## config.mk

```make
export PLATFORM = sky130hd
export DESIGN_NAME = pulse_generator
export DESIGN_NICKNAME = d
export VERILOG_FILES = /design/src/rtl/pulse_generator.sv
export SDC_FILE = /design/constraint.sdc
export NUM_CORES = 1
export LEC_CHECK = 0
export ABC_AREA = 0
export ABC_CLOCK_PERIOD_IN_PS = 13050
export CORE_ASPECT_RATIO = 1.75
export CORE_MARGIN = 5
export CORE_UTILIZATION = 55
export CTS_CLUSTER_DIAMETER = 200
export DETAILED_ROUTE_END_ITERATION = 8
export PLACE_DENSITY = 0.77
export SYNTH_ARGS = -nofsm -noshare
export SYNTH_HDL_FRONTEND = slang
export SYNTH_SLANG_ARGS = --single-unit
```

## constraint.sdc

```tcl
create_clock -name CLK -period 13.05 [get_ports CLK]
set_clock_uncertainty 0.1 [all_clocks]
set_input_delay 2.61 -clock CLK [delete_from_list [all_inputs] [get_ports CLK]]
set_output_delay 2.61 -clock CLK [all_outputs]
set_load 0.03 [all_outputs]
```

## src/rtl/pulse_generator.sv

```systemverilog
// Square-wave source: LOW_CYCLES low then HIGH_CYCLES high, settings double-buffered to period boundaries.
// Optional PULSE_GEN_BURST_EN adds BURST_COUNT/BURST_DONE for finite bursts of periods.
module pulse_generator #(
    parameter int WIDTH = 32
) (
    input  logic             CLK,
    input  logic             RST_N,
    input  logic             ENABLE,
    input  logic             LOAD,
    output logic             READY,
    input  logic [WIDTH-1:0] HIGH_CYCLES,
    input  logic [WIDTH-1:0] LOW_CYCLES,
`ifdef PULSE_GEN_BURST_EN
    input  logic [15:0]      BURST_COUNT,
    output logic             BURST_DONE,
`endif
    output logic             FREQ_OUT,
    output logic             BUSY,
    output logic             PERIOD_DONE,
    output logic             CFG_ERR
);

    localparam logic [1:0] S_IDLE = 2'd0;
    localparam logic [1:0] S_LOW  = 2'd1;
    localparam logic [1:0] S_HIGH = 2'd2;
    localparam logic [WIDTH-1:0] ONE = {{(WIDTH-1){1'b0}}, 1'b1};

    logic [1:0]       r_state;
    logic [WIDTH-1:0] r_cnt;
    logic             r_freq_out;
    logic [WIDTH-1:0] r_pend_hi, r_pend_lo;
    logic             r_pend_vld;
    logic [WIDTH-1:0] r_act_hi, r_act_lo;
    logic             r_cfg_err;

    logic w_xfer, w_cfg_ok, w_accept, w_lo_end, w_hi_end, w_apply, w_act_ok;
    logic w_start, w_burst_last;

    assign w_xfer   = LOAD && !r_pend_vld;
    assign w_cfg_ok = (HIGH_CYCLES != '0) && (LOW_CYCLES != '0);
    assign w_accept = w_xfer && w_cfg_ok;
    assign w_lo_end = (r_state == S_LOW)  && (r_cnt == r_act_lo);
    assign w_hi_end = (r_state == S_HIGH) && (r_cnt == r_act_hi);
    // Pending settings only move to active while idle or on the last high cycle.
    assign w_apply  = r_pend_vld && ((r_state == S_IDLE) || w_hi_end);
    assign w_act_ok = (r_act_hi != '0) && (r_act_lo != '0);

`ifdef PULSE_GEN_BURST_EN
    logic [15:0] r_pend_burst, r_act_burst, r_burst_cnt;
    logic        r_burst_hold;
    logic [15:0] w_burst_next;

    assign w_burst_next = r_burst_cnt + 16'd1;
    assign w_burst_last = (r_act_burst != 16'd0) && (w_burst_next == r_act_burst);
    // After a finished burst, ENABLE must drop before another start is allowed.
    assign w_start      = ENABLE && w_act_ok && !r_burst_hold;
    assign BURST_DONE   = w_hi_end && w_burst_last;

    always_ff @(posedge CLK or posedge RST_N) begin
        if (RST_N) begin
            r_pend_burst <= 16'd0;
            r_act_burst  <= 16'd0;
            r_burst_cnt  <= 16'd0;
            r_burst_hold <= 1'b0;
        end else begin
            if (w_accept)
                r_pend_burst <= BURST_COUNT;
            if (w_apply)
                r_act_burst <= r_pend_burst;
            if ((r_state == S_IDLE) || w_apply)
                r_burst_cnt <= 16'd0;
            else if (w_hi_end)
                r_burst_cnt <= w_burst_next;
            if (!ENABLE)
                r_burst_hold <= 1'b0;
            else if (BURST_DONE)
                r_burst_hold <= 1'b1;
        end
    end
`else
    assign w_burst_last = 1'b0;
    assign w_start      = ENABLE && w_act_ok;
`endif

    always_ff @(posedge CLK or posedge RST_N) begin
        if (RST_N) begin
            r_pend_hi  <= '0;
            r_pend_lo  <= '0;
            r_pend_vld <= 1'b0;
            r_act_hi   <= '0;
            r_act_lo   <= '0;
            r_cfg_err  <= 1'b0;
        end else begin
            // apply needs pend_vld=1 and accept needs pend_vld=0, so they never collide
            if (w_apply) begin
                r_act_hi   <= r_pend_hi;
                r_act_lo   <= r_pend_lo;
                r_pend_vld <= 1'b0;
            end else if (w_accept) begin
                r_pend_hi  <= HIGH_CYCLES;
                r_pend_lo  <= LOW_CYCLES;
                r_pend_vld <= 1'b1;
            end
            r_cfg_err <= w_xfer && !w_cfg_ok;
        end
    end

    always_ff @(posedge CLK or posedge RST_N) begin
        if (RST_N) begin
            r_state    <= S_IDLE;
            r_cnt      <= '0;
            r_freq_out <= 1'b0;
        end else begin
            case (r_state)
                S_IDLE: begin
                    r_freq_out <= 1'b0;
                    if (w_start) begin
                        r_state <= S_LOW;
                        r_cnt   <= ONE;
                    end
                end
                S_LOW: begin
                    if (w_lo_end) begin
                        r_state    <= S_HIGH;
                        r_cnt      <= ONE;
                        r_freq_out <= 1'b1;
                    end else begin
                        r_cnt <= r_cnt + ONE;
                    end
                end
                S_HIGH: begin
                    if (w_hi_end) begin
                        r_freq_out <= 1'b0;
                        if (ENABLE && !w_burst_last) begin
                            r_state <= S_LOW;
                            r_cnt   <= ONE;
                        end else begin
                            r_state <= S_IDLE;
                            r_cnt   <= '0;
                        end
                    end else begin
                        r_cnt <= r_cnt + ONE;
                    end
                end
                default: begin
                    r_state    <= S_IDLE;
                    r_cnt      <= '0;
                    r_freq_out <= 1'b0;
                end
            endcase
        end
    end

    assign READY       = !r_pend_vld;
    assign FREQ_OUT    = r_freq_out;
    assign BUSY        = (r_state != S_IDLE);
    assign PERIOD_DONE = w_hi_end;
    assign CFG_ERR     = r_cfg_err;

endmodule
```

* After elaboration in Yosys (flattened, before gate mapping)
Index checks and enable logic that the tools add are counted. Widths: inputs -> output; s select.
Storage, ports and cells: bits in registers 165, input port bits 68, word-level logic and storage cells 55
Cells by class: $add $sub $neg 1, eq/ne operators 7, multiplexer cells 15, bitwise operators 1, reduce and logical (&&, ||, !) cells 22
Operators with widths (number):
- $reduce_bool 32->1 | 4
- $mux 32 | 3
- $pmux 32 s3 | 1
- $eq 32x32->1 | 2
- $add 32x1->32 const B | 1
- $logic_and 1x1->1 | 9
- $mux 1 | 6
- $mux 2 | 3
- $ne 2x2->1 const B | 3
- $pmux 2 s3 | 1
- $reduce_and 2->1 | 2
- $reduce_bool 2->1 | 2
- $reduce_and 3->1 | 1
- $eq 2x1->1 const B | 1
- $eq 2x2->1 const B | 1
- $logic_not 1->1 | 2
- $logic_not 2->1 | 1
- $pmux 1 s2 | 1
- $logic_or 1x1->1 | 1
- $not 1->1 | 1

* Longest topological paths before layout
depth after elaboration 6, depth in mapped cells 9, mapped depth without buffers 7

* Least setup slack after synthesis
No wires, ideal clock.
path type input to register, start input port HIGH_CYCLES[21], end register r_pend_hi[0], library setup time 0.125 ns, data arrival time 4.151 ns, data required time 12.825 ns, path slack 8.674 ns, cell stages on the path 7, buffers on the path 2, path through nor4_1 nand4_1 o22ai_1 or3b_2 clkbuf_1 buf_2 mux2_2
On the way: cells in the longest elaborated chain, start to end 4
Ends and longest elaborated chain:
- start: declaration | RTL line 11 | input logic [WIDTH-1:0] HIGH_CYCLES,
- $reduce_bool 32->1 | RTL line 40 | assign w_cfg_ok = (HIGH_CYCLES != '0) && (LOW_CYCLES != '0);
- $logic_and 1x1->1 | RTL line 40
- $logic_and 1x1->1 | RTL line 41 | assign w_accept = w_xfer && w_cfg_ok;
- $reduce_and 2->1 (no line)
- end signal: assignment | RTL line 87 | r_pend_hi <= '0;
- end signal: assignment | RTL line 100 | r_pend_hi <= HIGH_CYCLES;
- end: declaration | RTL line 31 | logic [WIDTH-1:0] r_pend_hi, r_pend_lo;
No other way between the ends. A chain may end at the register's enable or synchronous reset.

* Final worst setup path
start input port HIGH_CYCLES[27], end register r_pend_lo[17]
On the way: cells in the longest elaborated chain, start to end 4
Ends and longest elaborated chain:
- $reduce_bool 32->1 | RTL line 40
- $logic_and 1x1->1 | RTL line 40
- $logic_and 1x1->1 | RTL line 41
- $reduce_and 2->1 (no line)
- end signal: assignment | RTL line 88 | r_pend_lo <= '0;
- end signal: assignment | RTL line 101 | r_pend_lo <= LOW_CYCLES;
- end: declaration | RTL line 31
No other way between the ends.

==> results_tabular.tex <==
\begin{tabular}{lr}
\hline
Metric & Value \\
\hline
\multicolumn{2}{l}{\textbf{Detailed routing}} \\
Routed via count & around 5500 \\
Antenna Violating Nets Remaining & 0 \\
Detailed-route vias per instance & 6.15 \\
Number of DRC violations after detailed-routing iteration 0 & about 380 \\
Routed length per placed instance & around 22 um \\
Routed wire length & just over 20 mm \\
Post-detailed-route DRC marker count & 0 \\
Number of iterations in the first detailed-routing pass & 5 \\
\multicolumn{2}{l}{\textbf{Pwr}} \\
Static Leak & between 3 and 4 nW \\
Sequential share of power & about half \\
Comb pwr share & $\sim$26\% \\
Total power divided by cell area & $\sim$210 nW/um\^{}2 \\
Clk network pwr share & about a quarter \\
Overall Power & a little under 0.002 W \\
Cell-internal power & between 0.001 and 0.0015 W \\
Net switching share of the total power & 34.5\% \\
Worst IR Drop VDD & around 0.00012 V \\
Power spent charging and discharging nets & 0.000678 W \\
\multicolumn{2}{l}{\textbf{Timing}} \\
Portion of the clock cycle consumed by the worst path in the final layout & a little over two fifths \\
Unrepaired setup endpoints after global routing & false \\
Worst slew margin relative to its limit & 21.2\% \\
Hold Worst Slack & between 300 and 400 ps \\
Worst-margin pin slew & $\sim$1200 ps \\
Highest attainable clock frequency & about 180 MHz \\
Total count of max-transition violations in the final report & 0 \\
Summed negative setup slack over all endpoints & 0 ps \\
Setup violation total in the final timing report & 0 \\
Tmin final & 5640 ps \\
Final count of hold timing violations & 0 \\
\multicolumn{2}{l}{\textbf{Clocking}} \\
CTS sink count & 165 \\
Clock-pin transition on the worst setup and hold timing paths & approximately 70 ps \\
Clock latency reported for the late side of the worst-skew pair & about 430 ps \\
\# hold bufs at CTS & 0 \\
Post-CTS Setup Bufs & 0 \\
Bufs on Longest Clock Path & 2 \\
CTS tree & built \\
Number of buffers added by the clock tree synthesis step & 17 \\
Max H-tree Level & 4 \\
Cell at the root of the clock tree & clkbuf\_16 \\
Gates resized, CTS repair & 0 \\
\multicolumn{2}{l}{\textbf{Synth}} \\
Synthesized area per cell & around 12 um\^{}2 \\
Fraction of registers with async set/reset & 100\% \\
Number of different library cells in the post-synthesis netlist & 44 \\
Total number of yosys warnings & 0 \\
Area share of the leading cell type in the synthesized netlist & a little over half \\
Post-synthesis net count & 727 \\
Post-synthesis cell area & approximately 8000 um\^{}2 \\
\#FFs+latches synth & $\sim$170 \\
Cells taking the most area after synthesis & dfrtp\_1 (53\%), mux2\_2 (11\%), mux2\_1 (7.0\%) \\
Number of instances in the synthesized netlist & 658 \\
Most used flip-flop cell after synthesis & dfrtp\_1 \\
Number of enable-type register cells in the synthesized netlist & 0 \\
Most area-hungry cell type in the Yosys netlist & dfrtp\_1 \\
Portion of the post-synthesis area used by sequential elements & between 50\% and 60\% \\
\multicolumn{2}{l}{\textbf{Global route}} \\
Global-route wire length before repair & 32.8 mm \\
Antenna violations before repair & 0 \\
Largest net degree at the start of global routing & about 100 \\
Vias in the first global route & between 5000 and 6000 \\
Residual overflow from global routing & 0 \\
Total global routing track utilization & 25.4\% \\
\multicolumn{2}{l}{\textbf{Job}} \\
Number of max-capacitance violations reported & 0 \\
\multicolumn{2}{l}{\textbf{Setup path}} \\
Startpoint type of the worst setup path & primary input \\
Crit. End Element & flip-flop \\
Setup CP Type & in2reg \\
Data required time of the worst path & around 13000 ps \\
Cells traversed along the worst timing path & clkdlybuf4s50\_1 > nor4\_1 > nand4\_1 > o22ai\_1 > or3b\_2 > buf\_4 > mux2\_2 \\
Max stage delay cell, worst path & nor4\_1 \\
Maximum fanout along the worst path & 44 \\
Data arrival time of the critical path & roughly 5900 ps \\
Crit path largest cell delay & between 600 and 700 ps \\
\multicolumn{2}{l}{\textbf{Layout}} \\
Area growth, synth to finish & 17.4\% \\
Final net count & 780 \\
Diode count & 0 \\
Most frequent cells in the layout & dfrtp\_1 (165), mux2\_2 (79), clkdlybuf4s50\_1 (72) \\
Fill count & roughly 1100 \\
Fraction of layout cells with a size suffix above 1 & between 15 and 20\% \\
Most common cell after layout, fill and taps aside & dfrtp\_1 \\
\multicolumn{2}{l}{\textbf{Die}} \\
Total number of placement rows & 57 \\
CORE AREA & 13900 um\^{}2 \\
Top Ports & 73 \\
Die area & $\sim$17000 um\^{}2 \\
Die height & between 150 and 200 um \\
Initial core utilization & between 50 and 60\% \\
Die outline width & 100 um \\
\multicolumn{2}{l}{\textbf{Placed design}} \\
Sum of net half-perimeters after detailed placement & around 15 mm \\
Buffers added on ports & 72 \\
GP Congestion & roughly 0.94 \\
\multicolumn{2}{l}{\textbf{Outcome}} \\
Outcome & finished clean \\
\multicolumn{2}{l}{\textbf{Worst hold path}} \\
Hold Crit Class & reg2reg \\
\hline
\end{tabular}
[through the flow]
| stage | std cells | area [um^2] | worst slack [ps] | util (%) |
|---|---|---|---|---|
| 3_3_place_gp | 869 | 8590 | 6930 | 61.8 |
| 6_report | 901 | 9190 | 7410 | 66.1 |
| 5_1_grt | 901 | 9190 | 7250 | 66.1 |
| 2_1_floorplan | 658 | 7830 | 5880 | - |
| 4_1_cts | 901 | 9190 | 7280 | 66.1 |
| 3_5_place_dp | 869 | 8590 | 6840 | 61.8 |
[flip-flops by register name (all words and copies together) (netlist names)]
| name | cells |
|---|---|
| r_pend_vld | 1 |
| r_act_hi | 32 |
| r_act_lo | 32 |
| r_pend_lo | 32 |
| r_cnt | 32 |
| r_pend_hi | 32 |
| FREQ_OUT | 1 |
| CFG_ERR | 1 |
| r_state | 2 |
[layout make-up]
type	count	area [um^2]	area share, %
clock inverters	14	161	1.76
clock buffers	18	439	4.78
multi-input cells	442	3450	37.6
repair buffers	76	751	8.17
flip-flops and latches	165	4130	44.9
inverters	9	38.8	0.422
well taps	177	221	2.41
[power groups by stage]
stage	Clock [W]	Sequential [W]	Combinational [W]
CTS	0.000507	0.000962	0.000510
detailed placement	0	0.000971	0.000506
floorplan	0	0.000850	0.000435
global route	0.000527	0.000988	0.000557
global placement	0	0.000959	0.000483
finish	0.000498	0.000964	0.000504
[cell usage after synthesis, types with 2 or more instances]
| library cell | instances |
|---|---|
| a21o_1 | 2 |
| a21oi_1 | 18 |
| and2_1 | 2 |
| and3_1 | 6 |
| buf_2 | 15 |
| buf_6 | 5 |
| clkbuf_1 | 21 |
| dfrtp_1 | 165 |
| inv_1 | 9 |
| mux2_1 | 49 |
| mux2_2 | 79 |
| nand2_1 | 37 |
| nand2b_1 | 2 |
| nand3_1 | 13 |
| nand4_1 | 26 |
| nor2_1 | 13 |
| nor2b_1 | 4 |
| nor3_1 | 6 |
| nor4_1 | 42 |
| nor4_2 | 2 |
| o211ai_1 | 7 |
| o21ai_0 | 20 |
| o21ba_2 | 2 |
| o22ai_1 | 9 |
| o31ai_1 | 6 |
| or2_2 | 3 |
| or3_1 | 11 |
| or4_1 | 6 |
| xnor2_1 | 32 |
| xor2_1 | 32 |
[cell families after synthesis]
kind of cell | count (synthesis) | synth area share [%]
compound gates | 71 | 5.59
xor+xnor | 64 | 7.16
fa+ha+maj | 1 | 0.160
buf+inv | 51 | 3.21
flops | 165 | 52.7
mux | 129 | 18.5
simple gates | 177 | 12.6
[critical path: cells and delay by family]
kind                   cells  cell delay, ps
multiplexers               1             410
buffers and inverters      2            1000
AND/OR/NAND/NOR            3            1490
AO/OA/AOI/OAI              1             300
[per-layer routing]
layer | vias to the layer above | global-route usage [%] | part of all wire, %
li1 | 2500 | - | -
met5 | - | 0 | 0
met4 | 0 | 10.9 | 3.5
met1 | 2814 | 28.6 | 35
met2 | 179 | 46.4 | 57
met3 | 49 | 4.14 | 4.8
[final timing paths]
kind / from / endpoint / slack, ps / cells past startpoint
setup reg to reg: r_cnt[28]$_DFFE_PP0P_ / r_state[0]$_DFFE_PP0P_ / 9950 / 6
hold reg to reg: r_pend_lo[20]$_DFFE_PP0P_ / r_act_lo[20]$_DFFE_PP0P_ / 380 / 1
min in group asynchronous: RST_N / r_pend_hi[22]$_DFFE_PP0P_ / 2630 / 2
setup / recovery: HIGH_CYCLES[27] / r_pend_lo[17]$_DFFE_PP0P_ / 7410 / 7
max in group asynchronous: RST_N / r_cnt[15]$_DFFE_PP0P_ / 8870 / 3
hold / removal: r_pend_lo[20]$_DFFE_PP0P_ / r_act_lo[20]$_DFFE_PP0P_ / 380 / 1
(Power assumes the default switching activity.)
